**src/rtl/cipher_frame_buffer.sv**
```systemverilog
// cipher_frame_buffer: captures one ciphertext frame and replays it under valid/ready.
// Ports: clk, rst (async active-low), flush, wr_valid/wr_data/wr_last (capture side),
//        rd_start, rd_ready/rd_valid/rd_data/rd_last (replay side), frame_len, busy, overflow.
// Option: define CFB_REPLAY_HOLD_EN to keep the frame after replay so it can be replayed again.
module cipher_frame_buffer #(
  parameter int DATA_W = 8,
  parameter int ADDR_W = 8
) (
  input  logic              clk,
  input  logic              rst,
  input  logic              flush,
  input  logic              wr_valid,
  input  logic [DATA_W-1:0] wr_data,
  input  logic              wr_last,
  input  logic              rd_start,
  input  logic              rd_ready,
  output logic              rd_valid,
  output logic [DATA_W-1:0] rd_data,
  output logic              rd_last,
  output logic [ADDR_W:0]   frame_len,
  output logic              busy,
  output logic              overflow
);
  localparam logic [ADDR_W:0] DEPTH = {1'b1, {ADDR_W{1'b0}}};
  localparam logic [ADDR_W:0] ONE = (ADDR_W+1)'(1);
  typedef enum logic [1:0] {IDLE, FILL, HOLD, REPLAY} state_t;
  state_t state, state_nxt;
  logic [DATA_W-1:0] mem [0:(1<<ADDR_W)-1];
  logic [ADDR_W-1:0] wptr, rptr, rptr_nxt;
  logic full, new_frame, wr_en, xfer, done;
  always_comb begin
    full = frame_len == DEPTH;
    new_frame = wr_valid && (state == IDLE || state == HOLD);
    wr_en = !flush && (new_frame || (state == FILL && wr_valid && !full));
    xfer = state == REPLAY && rd_valid && rd_ready;
    done = xfer && rd_last;
    rptr_nxt = rptr + 1'b1;
    state_nxt = state;
    case (state)
      IDLE, HOLD: state_nxt = new_frame ? (wr_last ? HOLD : FILL)
                            : (state == HOLD && rd_start) ? REPLAY : state;
      FILL:       state_nxt = (!wr_valid || wr_last) ? HOLD : FILL;
`ifdef CFB_REPLAY_HOLD_EN
      REPLAY:     state_nxt = done ? HOLD : REPLAY;
`else
      REPLAY:     state_nxt = done ? IDLE : REPLAY;
`endif
      default:    state_nxt = IDLE;
    endcase
    if (flush) state_nxt = IDLE;
  end
  // storage is deliberately left out of reset
  always_ff @(posedge clk)
    if (wr_en) mem[new_frame ? '0 : wptr] <= wr_data;
  always_ff @(posedge clk or negedge rst) begin
    if (!rst) begin
      state <= IDLE;
      wptr <= '0;
      rptr <= '0;
      frame_len <= '0;
      rd_valid <= 1'b0;
      rd_data <= '0;
      rd_last <= 1'b0;
      overflow <= 1'b0;
    end else begin
      state <= state_nxt;
      if (flush) begin
        wptr <= '0;
        rptr <= '0;
        frame_len <= '0;
        rd_valid <= 1'b0;
        rd_last <= 1'b0;
        overflow <= 1'b0;
      end else if (new_frame) begin
        wptr <= ADDR_W'(1);
        frame_len <= ONE;
        overflow <= 1'b0;
      end else if (state == FILL && wr_valid) begin
        if (full) overflow <= 1'b1;
        else begin
          wptr <= wptr + 1'b1;
          frame_len <= frame_len + 1'b1;
        end
      end else if (state == HOLD && rd_start) begin
        rptr <= '0;
        rd_valid <= 1'b1;
        rd_data <= mem[0];
        rd_last <= frame_len == ONE;
      end else if (xfer) begin
        if (rd_last) begin
          rd_valid <= 1'b0;
          rd_last <= 1'b0;
`ifndef CFB_REPLAY_HOLD_EN
          frame_len <= '0;
`endif
        end else begin
          rptr <= rptr_nxt;
          rd_data <= mem[rptr_nxt];
          rd_last <= {1'b0, rptr_nxt} == frame_len - ONE;
        end
      end
      // writes arriving mid-replay are dropped but flagged
      if (!flush && state == REPLAY && wr_valid) overflow <= 1'b1;
    end
  end
  assign busy = state == FILL || state == REPLAY;
endmodule

```
**config.mk**
```make
export PLATFORM = sky130hd
export DESIGN_NAME = cipher_frame_buffer
export DESIGN_NICKNAME = d
export VERILOG_FILES = /design/src/rtl/cipher_frame_buffer.sv
export SDC_FILE = /design/constraint.sdc
export NUM_CORES = 2
export LEC_CHECK = 0
export CORE_MARGIN = 10
export CORE_UTILIZATION = 50
export DETAILED_ROUTE_END_ITERATION = 12
export HOLD_SLACK_MARGIN = 0.12
export PLACE_DENSITY = 0.76
export REMOVE_ABC_BUFFERS = 1
export SLEW_MARGIN = 20
export SYNTH_ARGS = -nofsm -noshare
export SYNTH_HDL_FRONTEND = slang
export SYNTH_SLANG_ARGS = --single-unit
```
**constraint.sdc**
```tcl
create_clock -name clk -period 2.75 [get_ports clk]
set_input_delay 0.6875 -clock clk [delete_from_list [all_inputs] [get_ports clk]]
set_output_delay 0.6875 -clock clk [all_outputs]
set_load 0.05 [all_outputs]
```
==> results.toml <==
[run_status]
status = "finished, violations left"
violations = "negative setup slack"

[logic_synthesis]
synth.area.top_cells = "edfxtp_1 75%, mux4_2 14%, nand2_1 2.1%"
syn_area_sq_um = 82100
yosysTopAreaCell = "edfxtp_1"
postSynth.asyncResetShare_pct = 1.82
synth_warnings = 0
synth_enable_flop_cells = 2048
synth_flop_cell = "edfxtp_1"
ys_seq_area_share_pct = 76.1
yosys.area.top_type_share_pct = 74.9
synth_seq_cells = 2086
syn_avg_cell_area_sq_um = 19.2
syn_inst = 4278
synth_cell_types = 64

[cts]
clk_pin_slew_ns = 0.06
cts.htree.levels = 4
numCtsBuffers = 193
cts.sinks = 2086
tritoncts = "built"
clockBufferDepth = 3
clock_latency_ns = 0.85
cts_root_buffer = "clkbuf_16"

[timing]
slew_headroom_pct = 13.0
finalSetupViolCount = 217
clock_skew_ns = 0.0330
post-route-period-util_pct = 118
hold_viol_final = 0
fin_hold_ws_ns = 0.278
tightestPinTransition_ns = 1.30
min_period_ns = 3.24
timing.fmax_ghz = 0.309
rsz0062_at_grt = "yes"
drv_slew = 0
setup_ws_ns = -0.491

[floorplanning]
start_util_pct = 50.4
io_pins = 36
core-area_sq_um = 163000
die_w_microns = 425
chipHeight_microns = 425
num_rows = 148
fp.dieArea_sq_um = 181000

[setup_path]
timing.rr.start = "rptr[0]"
cp-end-kind = "register"
critPathLaunchType = "register"
ff2ff_setup_slack_ns = -0.49
cp_data_required_time_ns = 3.45
crit_path_end = "rd_data[3]"
critPathMaxFanout = 8
rr_worst_depth = 12
path_class = "register to register"
reg2reg_to = "rd_data[3]"
worstPathArrival_ns = 3.94
cp-startpoint = "rptr[0]"

[drt]
drc = 0
viasPerCell = 6.39
vias = 46867
wl_per_cell_microns = 30.8
postRouteAntennaNets = 0
first_pass_iters = 6
wirelength_microns = 226000
first_iter_violations = 6843

[placement]
dp_hpwl_microns = 132000
place_inst = 6883
place_congestion = 0.905
io_buffers = 35
place_area_sq_um = 90400

[grt]
grt_pass1_wl_microns = 325000
grt_pass1_vias = 46863
grt_overflow = 0
grt_max_degree = 95
grtUsageTotal_pct = 24.4
antenna_found_initial = 9

[cells_and_area]
fin_area_sq_um = 99700
multiInputGateArea_sq_um = 19600
layout-drive-gt1-share_pct = 33.9
regArea_sq_um = 62500
nets = 5014
n_fill_cell = 10623
syn_to_final_growth_pct = 21.5
fin_cells = 7339

[power]
powerDensity_nw_per_um2 = 672
peakVddDrop_uv = 547
p_leak_nw = 32.2

[flow_run]
cap_violations = 0

[hold_path]
hold_path_class = "primary input to register"
[logic make-up (layout without fill, tap and decap cells)]
kind of cell | after synthesis | after routing | share of synthesized area, %
AO/OA/AOI/OAI | 184 | 184 | 1.54
multiplexers | 569 | 569 | 14.5
other | 0 | 9 | 0
flip-flops | 2086 | 2086 | 76.1
buffers and inverters | 277 | 1154 | 1.49
XOR/XNOR | 29 | 29 | 0.309
AND/OR/NAND/NOR | 1128 | 1128 | 6.03
adder cells (fa/ha/maj) | 5 | 5 | 0.0762
[synthesized netlist by cell type (all sizes together), types with 3 or more instances]
| cell | instances |
|---|---|
| nand2 | 457 |
| a21oi | 25 |
| nand2b | 5 |
| clkbuf | 133 |
| and3b | 3 |
| o2111ai | 14 |
| mux2 | 7 |
| xor2 | 9 |
| and2 | 11 |
| nor4 | 12 |
| a211oi | 4 |
| o21a | 3 |
| a22oi | 15 |
| o211ai | 9 |
| xnor2 | 20 |
| a2111oi | 5 |
| mux4 | 493 |
| nor3 | 12 |
| edfxtp | 2048 |
| or2 | 4 |
| buf | 137 |
| a31oi | 17 |
| nor2 | 297 |
| mux2i | 69 |
| o31ai | 7 |
| inv | 7 |
| dfrtp | 38 |
| nand3 | 213 |
| o21ai | 53 |
| a221oi | 21 |
| nor2b | 7 |
| or3 | 7 |
| nand4 | 88 |
| ha | 5 |
[registers in the layout, summed over array words and instances, names as in the netlist]
name	flops
state	2
rptr	8
rd_last	1
wptr	8
frame_len	9
overflow	1
rd_valid	1
mem	2048
rd_data	8
[through the flow]
stage	setup slack, ns	utilization (%)	power [mW]	setup TNS (ns)
floorplan	-34.31	-	40.3	-1112.18
global placement	-1.29	55.5	40.2	-1036.24
detailed placement	-1.37	55.5	40.3	-1113.22
CTS	-0.279	60.4	66.7	-39.64
global route	-0.480	61.2	68.6	-20.70
finish	-0.491	61.2	67.0	-5.61
[report_power, final]
group	switching [mW]	internal (mW)	leakage (nW)	total, mW
Clock	11.7	14.9	3.04	26.6
Sequential	0.133	34.9	18.9	35.1
Combinational	2.96	2.39	10.2	5.35
[area by class of cell]
| cell class | instances | share of cell area, % |
|---|---|---|
| Antenna cell | 9 | 0.0226 |
| Clock buffer | 246 | 5.15 |
| Clock inverter | 110 | 1.09 |
| Inverter | 7 | 0.0301 |
| Multi-Input combinational cell | 1915 | 19.7 |
| Sequential cell | 2086 | 62.6 |
| Tap cell | 2175 | 2.73 |
| Timing Repair Buffer | 791 | 8.67 |
[metal layers]
metal | GRT usage (%) | up-vias | share of wire [%]
met5 | 0 | - | 0.015
met4 | 13.6 | 6 | 6.5
met3 | 5.78 | 750 | 12
met2 | 38.1 | 3596 | 47
li1 | - | 18721 | -
met1 | 31.8 | 23794 | 34
[what timing repair did]
item / CTS / global route
resized for setup: 243 / 195
gates cloned: 17 / 6
endpoints found under the hold margin: 18 / 0
hold buffers: 1 / 0
buffers inserted: 46 / 77
setup endpoints to repair: 1864 / 1716
pin swaps: 58 / 54
[worst max-delay path, stage by stage (launching register included)]
cell,delay [ns]
dfrtp_4,0.52
ha_4,0.32
buf_12,0.18
buf_12,0.18
clkbuf_16,0.16
buf_4,0.10
mux4_2,0.30
nand2_1,0.08
nand3_1,0.09
nand4_1,0.21
nand3_2,0.20
nor4_4,0.57
a31oi_1,0.17
[layout by cell type, fill, tap and decap left out, drive strengths merged, types with 4 or more instances in the layout]
cell type	n
or2	4
clkbuf	256
clkinvlp	6
nand2	457
inv	15
xnor2	20
nand2b	5
a221oi	21
or3	7
nor2b	7
and2	11
mux2	7
clkdlybuf4s50	4
a211oi	4
nand4	88
nor4	12
clkinv	78
nor2	297
mux2i	69
a21oi	25
buf	753
diode	9
nand3	213
a22oi	15
edfxtp	2048
bufinv	18
nor3	12
xor2	9
a31oi	17
dfrtp	38
o31ai	7
a2111oi	5
dlygate4sd2	20
ha	5
o211ai	9
o2111ai	14
mux4	493
o21ai	53
[worst min path at each step]
stage / start / endpoint / slack [ns] / cells after the start
global placement: rptr[7] / rptr[7] / 0.50 / 2
detailed placement: rptr[7] / rptr[7] / 0.51 / 2
CTS: wr_data[0] / mem[41][0] / 0.22 / 1
finish: wr_data[0] / mem[41][0] / 0.28 / 1
global route: wr_data[0] / mem[45][0] / 0.26 / 1
floorplan: rst / frame_len[0] / 0.39 / 0
(Power assumes the default switching activity.)
